<file path="src/rtl/mips_defs.sv">
`default_nettype none
// ============================================================================
//  Package     : mips_defs
//  Description : Shared definitions for the 5-stage MIPS core: datapath and
//                ALU-op width defaults, ALU-op encodings, control-bundle bit
//                positions and the hard-wired zero register index.
//  Revision    : 1.0 - initial release
// ============================================================================
package mips_defs;

    // Default widths
    localparam int DW_DEF   = 32;
    localparam int AOPW_DEF = 3;

    // Register specifier type and the hard-wired $zero register
    typedef logic [4:0] reg_idx_t;
    localparam reg_idx_t REG_ZERO = 5'd0;

    // ALU operation encodings carried from ID to EX
    typedef enum logic [2:0] {
        ALU_ADD   = 3'b000,
        ALU_SUB   = 3'b001,
        ALU_RTYPE = 3'b010,
        ALU_AND   = 3'b011,
        ALU_OR    = 3'b100,
        ALU_SLT   = 3'b101,
        ALU_LUI   = 3'b110
    } aluop_e;

    // Bit positions inside the packed control bundle
    localparam int CTRL_REGWRITE = 0;
    localparam int CTRL_MEMREAD  = 1;
    localparam int CTRL_MEMWRITE = 2;
    localparam int CTRL_MEMTOREG = 3;
    localparam int CTRL_ALUSRC   = 4;
    localparam int CTRL_REGDST   = 5;
    localparam int CTRL_BRANCH   = 6;
    localparam int CTRL_W        = 7;

endpackage : mips_defs
`default_nettype wire

</file>
<file path="src/rtl/hazard_detect.sv">
`default_nettype none
// ============================================================================
//  Module      : hazard_detect
//  Description : Purely combinational load-use hazard compare between the
//                instruction in EX and the instruction in ID. A load whose
//                destination is $zero never creates a hazard.
//  Revision    : 1.0 - initial release
// ============================================================================
module hazard_detect
    import mips_defs::*;
(
    input  logic       ex_valid,
    input  logic       ex_memread,
    input  logic [4:0] ex_rt,
    input  logic       id_valid,
    input  logic [4:0] id_rs,
    input  logic [4:0] id_rt,
    input  logic       id_uses_rt,
    output logic       load_use
);

    logic rs_match;
    logic rt_match;

    // Compare the load destination against both ID source operands
    always_comb begin
        rs_match = (ex_rt == id_rs);
        rt_match = id_uses_rt & (ex_rt == id_rt);
        load_use = ex_valid & ex_memread & (ex_rt != REG_ZERO) & id_valid
                 & (rs_match | rt_match);
    end

endmodule : hazard_detect
`default_nettype wire

</file>
<file path="src/rtl/id_ex_stage.sv">
`default_nettype none
// ============================================================================
//  Module      : id_ex_stage
//  Description : ID/EX pipeline register. Captures operands, decoded fields
//                and control bits, inserts bubbles on load-use hazards and
//                branch flushes, freezes on downstream hold, and keeps a
//                saturating count of inserted bubbles.
//  Revision    : 1.0 - initial release
// ============================================================================
module id_ex_stage
    import mips_defs::*;
#(
    parameter int DW   = DW_DEF,
    parameter int AOPW = AOPW_DEF,
    parameter int CNTW = 16
) (
    input  logic            clk,
    input  logic            reset,
    input  logic            id_valid,
    input  logic [4:0]      id_rs,
    input  logic [4:0]      id_rt,
    input  logic [4:0]      id_rd,
    input  logic            id_uses_rt,
    input  logic [DW-1:0]   id_data1,
    input  logic [DW-1:0]   id_data2,
    input  logic [DW-1:0]   id_imm,
    input  logic [DW-1:0]   id_pc4,
    input  logic            id_ctrl_regwrite,
    input  logic            id_ctrl_memread,
    input  logic            id_ctrl_memwrite,
    input  logic            id_ctrl_memtoreg,
    input  logic            id_ctrl_alusrc,
    input  logic            id_ctrl_regdst,
    input  logic            id_ctrl_branch,
    input  logic [AOPW-1:0] id_aluop,
    input  logic            flush,
    input  logic            ex_hold,
    output logic            id_stall,
    output logic            ex_valid,
    output logic [4:0]      ex_rs,
    output logic [4:0]      ex_rt,
    output logic [4:0]      ex_rd,
    output logic [DW-1:0]   ex_data1,
    output logic [DW-1:0]   ex_data2,
    output logic [DW-1:0]   ex_imm,
    output logic [DW-1:0]   ex_pc4,
    output logic            ex_ctrl_regwrite,
    output logic            ex_ctrl_memread,
    output logic            ex_ctrl_memwrite,
    output logic            ex_ctrl_memtoreg,
    output logic            ex_ctrl_alusrc,
    output logic            ex_ctrl_regdst,
    output logic            ex_ctrl_branch,
    output logic [AOPW-1:0] ex_aluop,
    output logic [CNTW-1:0] bubble_cnt
);

    localparam logic [CNTW-1:0] CNT_MAX = '1;

    // Stage register state
    logic              ex_valid_q, ex_valid_d;
    logic [4:0]        ex_rs_q,    ex_rs_d;
    logic [4:0]        ex_rt_q,    ex_rt_d;
    logic [4:0]        ex_rd_q,    ex_rd_d;
    logic [DW-1:0]     ex_data1_q, ex_data1_d;
    logic [DW-1:0]     ex_data2_q, ex_data2_d;
    logic [DW-1:0]     ex_imm_q,   ex_imm_d;
    logic [DW-1:0]     ex_pc4_q,   ex_pc4_d;
    logic [CTRL_W-1:0] ex_ctrl_q,  ex_ctrl_d;
    logic [AOPW-1:0]   ex_aluop_q, ex_aluop_d;
    logic [CNTW-1:0]   bubble_cnt_q, bubble_cnt_d;

    logic              load_use;
    logic              count_bubble;
    logic [CTRL_W-1:0] id_ctrl;

    hazard_detect u_hazard_detect (
        .ex_valid   (ex_valid_q),
        .ex_memread (ex_ctrl_q[CTRL_MEMREAD]),
        .ex_rt      (ex_rt_q),
        .id_valid   (id_valid),
        .id_rs      (id_rs),
        .id_rt      (id_rt),
        .id_uses_rt (id_uses_rt),
        .load_use   (load_use)
    );

    // Pack the individual ID control bits into one bundle
    always_comb begin
        id_ctrl                = '0;
        id_ctrl[CTRL_REGWRITE] = id_ctrl_regwrite;
        id_ctrl[CTRL_MEMREAD]  = id_ctrl_memread;
        id_ctrl[CTRL_MEMWRITE] = id_ctrl_memwrite;
        id_ctrl[CTRL_MEMTOREG] = id_ctrl_memtoreg;
        id_ctrl[CTRL_ALUSRC]   = id_ctrl_alusrc;
        id_ctrl[CTRL_REGDST]   = id_ctrl_regdst;
        id_ctrl[CTRL_BRANCH]   = id_ctrl_branch;
    end

    // A flush always clears the stall; otherwise hold or hazard stalls ID
    always_comb begin
        id_stall     = (load_use | ex_hold) & ~flush;
        count_bubble = flush | (~ex_hold & load_use);
    end

    // Next stage contents: flush > hold > load-use bubble > capture
    always_comb begin
        ex_valid_d = ex_valid_q;
        ex_rs_d    = ex_rs_q;
        ex_rt_d    = ex_rt_q;
        ex_rd_d    = ex_rd_q;
        ex_data1_d = ex_data1_q;
        ex_data2_d = ex_data2_q;
        ex_imm_d   = ex_imm_q;
        ex_pc4_d   = ex_pc4_q;
        ex_ctrl_d  = ex_ctrl_q;
        ex_aluop_d = ex_aluop_q;
        if (flush || (!ex_hold && (load_use || !id_valid))) begin
            // Bubble: nothing in EX may write the register file or memory
            ex_valid_d = 1'b0;
            ex_rs_d    = '0;
            ex_rt_d    = '0;
            ex_rd_d    = '0;
            ex_data1_d = '0;
            ex_data2_d = '0;
            ex_imm_d   = '0;
            ex_pc4_d   = '0;
            ex_ctrl_d  = '0;
            ex_aluop_d = '0;
        end else if (!ex_hold) begin
            ex_valid_d = 1'b1;
            ex_rs_d    = id_rs;
            ex_rt_d    = id_rt;
            ex_rd_d    = id_rd;
            ex_data1_d = id_data1;
            ex_data2_d = id_data2;
            ex_imm_d   = id_imm;
            ex_pc4_d   = id_pc4;
            ex_ctrl_d  = id_ctrl;
            ex_aluop_d = id_aluop;
        end
    end

    // Stage register with synchronous clear
    always_ff @(posedge clk) begin
        if (reset) begin
            ex_valid_q <= 1'b0;
            ex_rs_q    <= '0;
            ex_rt_q    <= '0;
            ex_rd_q    <= '0;
            ex_data1_q <= '0;
            ex_data2_q <= '0;
            ex_imm_q   <= '0;
            ex_pc4_q   <= '0;
            ex_ctrl_q  <= '0;
            ex_aluop_q <= '0;
        end else begin
            ex_valid_q <= ex_valid_d;
            ex_rs_q    <= ex_rs_d;
            ex_rt_q    <= ex_rt_d;
            ex_rd_q    <= ex_rd_d;
            ex_data1_q <= ex_data1_d;
            ex_data2_q <= ex_data2_d;
            ex_imm_q   <= ex_imm_d;
            ex_pc4_q   <= ex_pc4_d;
            ex_ctrl_q  <= ex_ctrl_d;
            ex_aluop_q <= ex_aluop_d;
        end
    end

    // Saturating increment for flush and load-use bubbles only
    always_comb begin
        bubble_cnt_d = bubble_cnt_q;
        if (count_bubble && (bubble_cnt_q != CNT_MAX)) begin
            bubble_cnt_d = bubble_cnt_q + 1'b1;
        end
    end

    // Bubble counter register
    always_ff @(posedge clk) begin
        if (reset) begin
            bubble_cnt_q <= '0;
        end else begin
            bubble_cnt_q <= bubble_cnt_d;
        end
    end

    assign ex_valid         = ex_valid_q;
    assign ex_rs            = ex_rs_q;
    assign ex_rt            = ex_rt_q;
    assign ex_rd            = ex_rd_q;
    assign ex_data1         = ex_data1_q;
    assign ex_data2         = ex_data2_q;
    assign ex_imm           = ex_imm_q;
    assign ex_pc4           = ex_pc4_q;
    assign ex_ctrl_regwrite = ex_ctrl_q[CTRL_REGWRITE];
    assign ex_ctrl_memread  = ex_ctrl_q[CTRL_MEMREAD];
    assign ex_ctrl_memwrite = ex_ctrl_q[CTRL_MEMWRITE];
    assign ex_ctrl_memtoreg = ex_ctrl_q[CTRL_MEMTOREG];
    assign ex_ctrl_alusrc   = ex_ctrl_q[CTRL_ALUSRC];
    assign ex_ctrl_regdst   = ex_ctrl_q[CTRL_REGDST];
    assign ex_ctrl_branch   = ex_ctrl_q[CTRL_BRANCH];
    assign ex_aluop         = ex_aluop_q;
    assign bubble_cnt       = bubble_cnt_q;

endmodule : id_ex_stage
`default_nettype wire

</file>
<file path="config.mk">
export PLATFORM = sky130hd
export DESIGN_NAME = id_ex_stage
export DESIGN_NICKNAME = d
export VERILOG_FILES = /design/src/rtl/mips_defs.sv /design/src/rtl/hazard_detect.sv /design/src/rtl/id_ex_stage.sv
export SDC_FILE = /design/constraint.sdc
export NUM_CORES = 1
export LEC_CHECK = 0
export ABC_AREA = 1
export CORE_ASPECT_RATIO = 0.9
export CORE_MARGIN = 2
export CORE_UTILIZATION = 40
export CTS_CLUSTER_SIZE = 30
export DETAILED_ROUTE_END_ITERATION = 16
export PLACE_DENSITY_LB_ADDON = 0.12
export SLEW_MARGIN = 5
export SYNTH_ARGS = -nofsm -noshare
export SYNTH_HDL_FRONTEND = slang
export SYNTH_HIERARCHICAL = 1
export SYNTH_SLANG_ARGS = --single-unit
</file>
<file path="constraint.sdc">
create_clock -name clk -period 2 [get_ports clk]
set_clock_uncertainty 0.1 [all_clocks]
set_input_delay 0.2 -clock clk [delete_from_list [all_inputs] [get_ports clk]]
set_output_delay 0.2 -clock clk [all_outputs]
set_load 0.01 [all_outputs]
</file>
==> run_results.csv, run 1 <==
group,metric,value,unit
clock_tree,cts-root-buf,"clkbuf_16",
setup_path,crit_type,"reg2reg",
setup_path,worstPathCellList,"inv_2 -> nand2_1 -> nand2_1 -> nor2_2 -> nand3_1 -> a21oi_2 -> nand2_1 -> nand2_2 -> inv_2 -> o211ai_1 -> buf_6 -> buf_12 -> clkbuf_16 -> a21oi_2",
power_and_ir_drop,p_leak,4.28,nW
global_routing,antenna_found_initial,0,
floorplanning,die_w,139,µm
yosys,synthesis.nets,1032,
setup_path,worstReg2RegEnd,"ex_imm[13]",
floorplanning,start_util,0.410,
run_status,status,"complete, no violations",
yosys,netlist.area_leader.share,0.515,
yosys,syn_avg_cell_area,7.58,µm²
route,routed_wl,22900,µm
placed_design,port_buffers,329,
clock_tree,cts_tree,"done",
setup_path,cp_max_fo,7,
sta,setup_violations,0,
yosys,ys_warn_count,6,
power_and_ir_drop,vdd.ir_drop.worst,0.000555,V
cells_and_area,fin_cells,1435,
floorplanning,fp.dieH,126,µm
floorplanning,dieArea,17600,µm²
yosys,synth_seq_area_share,0.515,
floorplanning,rows,44,
yosys,synthesis.area,6610,µm²
clock_tree,clk_path_buf_depth,2,
sta,min_period_over_period,0.980,
route,drtIter0Drc,254,
sta,finalHoldViolations,0,
route,num_vias,6926,
sta,fmax,0.510,GHz
route,antenna_left,0,
setup_path,timing.reg2reg.setup_slack,0.04,ns
cells_and_area,multi_input_area,3100,µm²
yosys,synth-seq-cells,170,
clock_tree,clkLatencyLatePin,0.42,ns
setup_path,crit_required,2.22,ns
placed_design,dpl.cell_count,1380,
sta,relSlewSlack,0.507,
route,dr.pass1.iters,6,
placed_design,hpwl,14400,µm
cells_and_area,drive_above_1_share,0.184,
setup_path,reg2reg_from,"ex_rt[1]",
cells_and_area,areaGrowthSynthToFinish,75.9,%
route,routed_via_density,4.83,
run,drv_cap,0,
cells_and_area,seqCellArea,3420,µm²
yosys,synth_cells,872,
setup_path,crit_top_cell,"nand2_1",
global_routing,grt_pass1_wl,33300,µm
route,wl_per_cell,16.0,µm
setup_path,r2r_cells,14,
cells_and_area,antenna_cells,0,
setup_path,cp-startpoint,"ex_rt[1]",
global_routing,grt_pass1_vias,6453,
sta,slew_viol_final,0,
floorplanning,coreArea,16100,µm²
setup_path,crit_end,"ex_imm[13]",
setup_path,slowest_delay,0.37,ns
yosys,synth.area.top_cells,"dfxtp_1, nand2_1, a21oi_2, a21oi_1, nor2_1",
clock_tree,cts_sinks,170,
setup_path,crit_path_end_kind,"flop",
power_and_ir_drop,power,0.00822,W
yosys,synth_top_cell_by_area,"dfxtp_1",
setup_path,slowest_stage,"dfxtp_2",
route,remaining_drc_errors,0,
cells_and_area,n_fill_cell,1270,
floorplanning,io-pin-count,330,
sta,period_needed,1.96,ns
yosys,yosysUniqueCellTypes,21,
clock_tree,numCtsBuffers,17,
global_routing,grt_max_degree,155,
setup_path,cp-start-kind,"flop",
power_and_ir_drop,power_density,707,nW/µm²
sta,fin_setup_tns,0,ns
worst_hold_path,hold_class,"in2reg",
cells_and_area,nNetsFinal,1375,
clock_tree,clk_pin_slew,0.07,ns
clock_tree,h-tree-depth,4,
global_routing,overflow,0,
global_routing,grtUsageTotal,0.235,
placed_design,routabilityCongestion,0.841,
sta,rsz0062_at_grt,"yes",
setup_path,cp_data_arrival_time,2.18,ns
sta,worst_slew_pin_slew,0.740,ns
-- power breakdown --
part,total [W],internal (W),switching (W)
combinational,0.00114,0.000654,0.000490
sequential,0.00352,0.00347,0.0000498
clock,0.00356,0.00215,0.00141
-- metal layers --
metal,routed length [µm],vias to the layer above,global-route usage
li1,-,3462,-
met1,9020,3165,0.274
met2,11300,256,0.386
met3,1920,43,0.0962
met4,720,0,0.0945
met5,0,-,0
-- worst min-delay path by stage --
stage / start / to / slack [ns] / depth (start not counted)
2_1_floorplan: id_aluop[2] / ex_aluop[2] / 0.24 / 2
3_3_place_gp: ex_data1[22] / ex_data1[22] / 0.34 / 2
3_5_place_dp: ex_ctrl_q[6] / ex_ctrl_q[6] / 0.36 / 2
4_1_cts: id_pc4[17] / ex_pc4[17] / 0.20 / 3
5_1_grt: id_imm[14] / ex_imm[14] / 0.21 / 3
6_report: id_imm[14] / ex_imm[14] / 0.22 / 3
-- registers in the layout (all words and copies together), names as in the netlist --
register,count
ex_data2,32
ex_imm,32
ex_rt,5
ex_rs,5
ex_aluop,3
bubble_cnt,16
ex_ctrl_q,7
ex_rd,5
ex_valid,1
ex_data1,32
ex_pc4,32
-- cell usage after synthesis (all sizes together) --
| library cell | n |
|---|---|
| nand2 | 379 |
| a21oi | 163 |
| clkbuf | 31 |
| o211ai | 1 |
| buf | 22 |
| nand3b | 1 |
| dfxtp | 170 |
| nor2 | 54 |
| xnor2 | 1 |
| inv | 27 |
| nand4 | 3 |
| clkinv | 1 |
| ha | 1 |
| nand3 | 16 |
| nor3 | 2 |
-- metrics by stage --
step / cell area [µm²] / util / hold WS, ns / worst slack, ns
after floorplan: 6610 / - / 0.244 / 0.0604
after global placement: 10200 / 0.632 / 0.345 / -0.257
after detailed placement: 10200 / 0.632 / 0.356 / -0.270
after CTS: 10800 / 0.673 / 0.204 / 0.00243
after global routing: 11600 / 0.721 / 0.211 / -0.0833
final: 11600 / 0.721 / 0.221 / 0.0402
-- area by class of cell --
class | instances | area share
clock buffer | 20 | 0.0384
clock inverter | 12 | 0.0163
inverter | 28 | 0.00926
multi-input combinational | 621 | 0.267
sequential | 170 | 0.294
tap | 207 | 0.0223
timing repair buffer | 377 | 0.353
-- kinds of logic after synthesis --
logic type      synth area share
flops                      0.515
compound gates             0.159
fa+ha+maj                0.00189
simple gates               0.266
xor+xnor                 0.00133
buf+inv                   0.0568
-- critical path, delay by kind of cell (launching register included) --
kind            cells  cell delay [ns]
flops               1             0.37
buf+inv             5             0.62
compound gates      3             0.30
simple gates        6             0.44
-- cells in the final DEF, fill, tap and decap left out, drive strengths merged, types with 4 or more instances in the layout --
master and instances:
dfxtp 170, inv 30, nand3 16, nor2 54
bufinv 4, buf 35, a21oi 163, clkbuf 34
clkdlybuf4s50 327, nand2 379
-- timing repair --
| action | in CTS | in global routing |
|---|---|---|
| setup buffers | 0 | 1 |
| hold endpoints to repair | 3 | 0 |
| endpoints found under the setup margin | 73 | 161 |
| cloned | 0 | 21 |
| gates resized for setup | 10 | 99 |
| pin swaps | 0 | 5 |
| hold buffers | 1 | 0 |
Power figures use the tool's default switching activity.
==> run 2: changes to the inputs <==
SETUP_SLACK_MARGIN = 0.05   (was unset)
==> run 2 against run 1 <==
Net effect: via count down 0.56%; sequential share of layout area down 0.051 points; combinational power is essentially flat; critical path depth did not move; register-to-register slack improved by 0.03 ns; fmax increased by 1.3%; critical endpoint is now ex_imm[23]; largest power group unchanged.
==> run_results.csv, run 2 (synthesis results as in run 1) <==
group,metric,value,unit
global_routing,antenna_found_initial,0,
clock_tree,clkLatencyLatePin,0.42,ns
cells_and_area,drive_above_1_share,0.190,
floorplanning,start_util,0.410,
route,routed_via_density,4.80,
cells_and_area,antenna_cells,0,
run_status,status,"complete, no violations",
clock_tree,numCtsBuffers,17,
worst_hold_path,holdPathStages,3,
sta,worst_slew_pin_slew,0.682,ns
power_and_ir_drop,power_frac_clock,0.432,
power_and_ir_drop,vdd.ir_drop.worst,0.000555,V
worst_hold_path,hold_class,"in2reg",
global_routing,grt_pass1_wl,33300,µm
power_and_ir_drop,sw_frac_of_total,0.237,
route,remaining_drc_errors,0,
floorplanning,rows,44,
power_and_ir_drop,p_sw,0.00194,W
power_and_ir_drop,pwr-share-comb,0.139,
route,dr.pass1.iters,4,
placed_design,hpwl,14400,µm
sta,min_period_over_period,0.967,
setup_path,crit_type,"reg2reg",
setup_path,r2r_cells,14,
run,drv_cap,0,
cells_and_area,finish.utilization,0.722,
floorplanning,coreArea,16100,µm²
setup_path,cp_max_fo,8,
power_and_ir_drop,power,0.00821,W
cells_and_area,n_fill_cell,1262,
clock_tree,cts-root-buf,"clkbuf_16",
sta,slew_viol_final,0,
sta,fmax,0.517,GHz
clock_tree,h-tree-depth,4,
placed_design,port_buffers,329,
global_routing,grtUsageTotal,0.235,
power_and_ir_drop,power_density,705,nW/µm²
global_routing,grt_max_degree,155,
cells_and_area,final_cell_mix,"nand2_1, clkdlybuf4s50_1, dfxtp_1",
route,num_vias,6887,
setup_path,cp_data_arrival_time,2.14,ns
route,routed_wl,22800,µm
clock_tree,cts_sinks,170,
power_and_ir_drop,p_int,0.00627,W
floorplanning,io-pin-count,330,
route,wl_per_cell,15.9,µm
sta,period_needed,1.93,ns
cells_and_area,final_common_cell,"nand2_1",
clock_tree,clk_path_buf_depth,2,
floorplanning,die_w,139,µm
sta,rsz0062_at_grt,"yes",
floorplanning,dieArea,17600,µm²
global_routing,overflow,0,
clock_tree,cts_tree,"done",
sta,finalHoldViolations,0,
power_and_ir_drop,power_frac_seq,0.428,
global_routing,grt_pass1_vias,6465,
setup_path,crit_path_end_kind,"flop",
placed_design,routabilityCongestion,0.841,
floorplanning,fp.dieH,126,µm
cells_and_area,nNetsFinal,1376,
setup_path,cp-start-kind,"flop",
sta,relSlewSlack,0.545,
sta,setup_violations,0,
cells_and_area,fin_area,11700,µm²
cells_and_area,areaGrowthSynthToFinish,76.3,%
route,drtIter0Drc,259,
power_and_ir_drop,p_leak,4.29,nW
placed_design,post_dp_cell_area,10200,µm²
route,antenna_left,0,
setup_path,crit_required,2.21,ns
clock_tree,clk_pin_slew,0.07,ns
-- run 2: cell types whose count changed in the layout (fill, tap and decap cells not counted), sizes merged --
cell  previous run  this run
buf             35        36
-- run 2: final timing paths --
check / start / endpoint / slack, ns
max: ex_rt[2] / ex_imm[23] / 0.07
min: id_imm[14] / ex_imm[14] / 0.22
max reg2reg: ex_rt[2] / ex_imm[23] / 0.07
min reg2reg: ex_ctrl_q[5] / ex_ctrl_q[5] / 0.36
-- run 2: critical path: stages (launching register included) --
cell and delay (ns):
dfxtp_4 0.36, inv_2 0.04, nand2_1 0.04, nand2_1 0.06, nor2_2 0.11, nand3_2 0.09
a21oi_2 0.16, nand2_1 0.08, nand2_2 0.07, inv_2 0.05, o211ai_1 0.10, buf_6 0.19
buf_12 0.16, clkbuf_16 0.17, a21oi_2 0.03
-- run 2: cell type report --
type                    count  area (µm²)  share of cell area
well taps                 207         259              0.0222
clock inverters            12         189              0.0162
clock buffers              20         447              0.0383
multi-input cells         621        3130               0.268
flip-flops and latches    170        3420               0.293
inverters                  28         108             0.00924
repair buffers            378        4100               0.352
-- run 2: repair_timing --
item                       in CTS  in global routing
gates cloned                    0                 21
pin swaps                       1                  8
hold buffers                    1                  0
setup endpoints to repair     158                166
buffers inserted                1                  1
hold endpoints to repair        3                  0
gates resized for setup        11                105
-- run 2: through the flow --
stage	hold slack [ns]	TNS [ns]	cells	setup slack [ns]
after CTS	0.204	0	1414	0.0745
final	0.219	0	1436	0.0653
after detailed placement	0.356	-37.41	1380	-0.270
after floorplan	0.244	0	872	0.0604
after global placement	0.345	-35.72	1380	-0.257
after global routing	0.211	-8.49	1436	-0.0839
-- run 2: power by group through the flow --
| stage | combinational [W] | clock, W | sequential, W |
|---|---|---|---|
| after floorplan | 0.000335 | 0 | 0.00363 |
| after global placement | 0.000974 | 0 | 0.00359 |
| after detailed placement | 0.000976 | 0 | 0.00359 |
| after CTS | 0.000983 | 0.00363 | 0.00352 |
| after global routing | 0.00123 | 0.00377 | 0.00353 |
| final | 0.00114 | 0.00355 | 0.00352 |
-- run 2: metal layers --
layer | vias up | track usage | share of wire
li1 | 3466 | - | -
met1 | 3136 | 0.274 | 0.39
met2 | 243 | 0.386 | 0.49
met3 | 42 | 0.0962 | 0.085
met4 | 0 | 0.0945 | 0.031
met5 | - | 0 | 0
==> run 3: changes to the inputs <==
REMOVE_ABC_BUFFERS = 1   (was unset)
SYNTH_HIERARCHICAL = unset   (was 1)
==> run 3 against run 2 <==
Net effect: final cell count fell by 0.97%; highest routed layer unchanged; largest cell class unchanged; synthesized cell count rose by 0.92%; non-clock buffer count fell by 20; design area fell by 6.6%; largest power group is now registers; via count fell by 3.3%; critical path type unchanged.
==> run_results.csv, run 3 <==
group,metric,value,unit
floorplanning,rows,44,
cells_and_area,final_common_cell,"nand2_1",
cells_and_area,final_cell_mix,"nand2_1, clkdlybuf4s50_1, dfxtp_1",
power_and_ir_drop,power_density,727,nW/µm²
cells_and_area,fin_area,10900,µm²
yosys,synthFlopType,"dfxtp_1",
clock_tree,h-tree-depth,4,
yosys,synthesis.area,6620,µm²
clock_tree,cts-root-buf,"clkbuf_16",
clock_tree,cts_sinks,170,
setup_path,cp_max_fo,4,
floorplanning,io-pin-count,330,
placed_design,port_buffers,329,
global_routing,grt_max_degree,154,
sta,fmax,0.550,GHz
sta,worst_slew_pin_slew,0.771,ns
placed_design,post_dp_cell_area,10200,µm²
sta,setup_violations,0,
yosys,syn_avg_cell_area,7.52,µm²
sta,relSlewSlack,0.486,
global_routing,grt_pass1_vias,6285,
sta,slew_viol_final,0,
route,remaining_drc_errors,0,
floorplanning,coreArea,16200,µm²
yosys,synth.area.top_cells,"dfxtp_1, nand2_1, a21oi_1, a21oi_2, nor2_1",
setup_path,crit_family,"simple AND/OR/NAND/NOR gates",
route,routed_wl,20800,µm
route,dr.pass1.iters,5,
sta,period_needed,1.82,ns
yosys,synth_seq_area_share,0.514,
yosys,synthArstFlopShare,0,
sta,rsz0062_at_grt,"yes",
placed_design,hpwl,14600,µm
setup_path,worst-path-buf-inv,2,
clock_tree,numCtsBuffers,17,
global_routing,grt_pass1_wl,32400,µm
floorplanning,dieArea,17600,µm²
clock_tree,clk_path_buf_depth,2,
route,routed_via_density,4.68,
route,wl_per_cell,14.6,µm
route,num_vias,6662,
power_and_ir_drop,power,0.00791,W
setup_path,crit_required,2.22,ns
cells_and_area,n_fill_cell,1401,
clock_tree,hold_buffers,0,
run_status,status,"complete, no violations",
yosys,yosysMostFrequentCell,"nand2_1",
sta,finalHoldViolations,0,
sta,min_period_over_period,0.909,
setup_path,crit_path_end_kind,"flop",
yosys,synth_cells,880,
floorplanning,fp.dieH,126,µm
yosys,synth-seq-cells,170,
global_routing,antenna_found_initial,0,
worst_hold_path,hold_class,"in2reg",
setup_path,worstPathCellList,"ha_2 -> nand2_1 -> inv_1 -> nand2_2 -> nor2_4 -> nand2_2 -> nor3_4 -> buf_6 -> nor2_1 -> a21oi_1 -> nor2_1",
setup_path,slowest_stage,"dfxtp_2",
clock_tree,clkLatencyLatePin,0.43,ns
setup_path,crit_type,"reg2reg",
setup_path,cp_data_arrival_time,2.03,ns
floorplanning,die_w,140,µm
yosys,yosysUniqueCellTypes,24,
global_routing,overflow,0,
clock_tree,cts_tree,"done",
yosys,synth-edff-count,0,
clock_tree,clk_pin_slew,0.07,ns
cells_and_area,drive_above_1_share,0.114,
yosys,synth_top_cell_by_area,"dfxtp_1",
global_routing,grtUsageTotal,0.231,
cells_and_area,nNetsFinal,1362,
cells_and_area,antenna_cells,0,
setup_path,slowest_delay,0.36,ns
route,antenna_left,0,
power_and_ir_drop,vdd.ir_drop.worst,0.000616,V
yosys,ys_warn_count,0,
sta,fin_setup_tns,0,ns
route,drtIter0Drc,390,
placed_design,routabilityCongestion,0.871,
power_and_ir_drop,p_leak,4.13,nW
yosys,yosys-top-cells-count,"nand2_1, dfxtp_1, a21oi_1, nor2_1, a21oi_2",
cells_and_area,areaGrowthSynthToFinish,64.3,%
setup_path,cp-start-kind,"flop",
yosys,netlist.area_leader.share,0.514,
run,drv_cap,0,
floorplanning,start_util,0.409,
run 3: cell types whose count changed in the layout (fill, tap and decap cells not counted), moves of 4 or more:
cell,previous run,this run
a21oi_2,125,50
a21oi_1,36,107
nand2_1,377,361
clkbuf_16,31,17
o21ai_0,0,10
inv_1,21,30
nor2_2,10,2
nor2_1,43,50
buf_12,14,9
buf_4,15,20
buf_6,5,1
nand3_1,15,19
run 3: worst paths after layout:
path | depth (start not counted) | slack, ns | from | endpoint
hold / removal | 3 | 0.22 | id_data1[13] | ex_data1[13]
setup reg to reg | 11 | 0.18 | bubble_cnt[1] | bubble_cnt[8]
setup / recovery | 11 | 0.18 | bubble_cnt[1] | bubble_cnt[8]
hold reg to reg | 2 | 0.36 | ex_pc4[31] | ex_pc4[31]
run 3: cells by family after synthesis:
kind of cell	synth area share
flip-flops	0.514
AND/OR/NAND/NOR	0.264
AO/OA/AOI/OAI	0.155
adder cells (fa/ha/maj)	0.00189
XOR/XNOR	0.00397
buffers and inverters	0.0614
run 3: metal layers:
| layer | GRT usage | up-vias | routed length, µm | part of all wire |
|---|---|---|---|---|
| met5 | 0 | - | 0 | 0 |
| met4 | 0.104 | 0 | 669 | 0.032 |
| met3 | 0.0935 | 38 | 1930 | 0.093 |
| met2 | 0.369 | 213 | 9710 | 0.47 |
| met1 | 0.273 | 2982 | 8500 | 0.41 |
| li1 | - | 3429 | - | - |
run 3: area by class of cell:
class / count / area [µm²] / share of cell area
timing repair buffer: 358 / 3620 / 0.333
clock buffer: 19 / 443 / 0.0407
sequential: 170 / 3420 / 0.315
inverter: 36 / 138 / 0.0127
clock inverter: 13 / 156 / 0.0144
tap: 207 / 259 / 0.0238
multi-input combinational: 619 / 2840 / 0.261
run 3: per-stage QoR:
stage | utilization | hold slack (ns) | std cells | setup WS [ns]
floorplan | - | 0.172 | 825 | -4.68
global placement | 0.631 | 0.350 | 1388 | -0.118
detailed placement | 0.631 | 0.355 | 1388 | -0.112
CTS | 0.669 | 0.196 | 1420 | 0.0534
global route | 0.672 | 0.217 | 1422 | 0.0444
finish | 0.672 | 0.220 | 1422 | 0.182
run 3: repair_timing:
item,4_1_cts,5_1_grt
endpoints found under the setup margin,1,59
buffers inserted,0,2
resized for setup,10,16
endpoints found under the hold margin,0,0
pin swaps,0,8
run 3: power by group:
part,switching (W),leakage (nW),internal (W)
combinational,0.000436,2.46,0.000577
sequential,0.0000539,1.39,0.00347
clock,0.00146,0.287,0.00191
total,0.00195,4.13,0.00596
run 3: worst min-delay path, delay by kind of cell:
family | cells | cell delay [ns]
and+or+nand+nor | 1 | 0.06
buffers and inverters | 1 | 0.39
AOI/OAI and AO/OA | 1 | 0.05
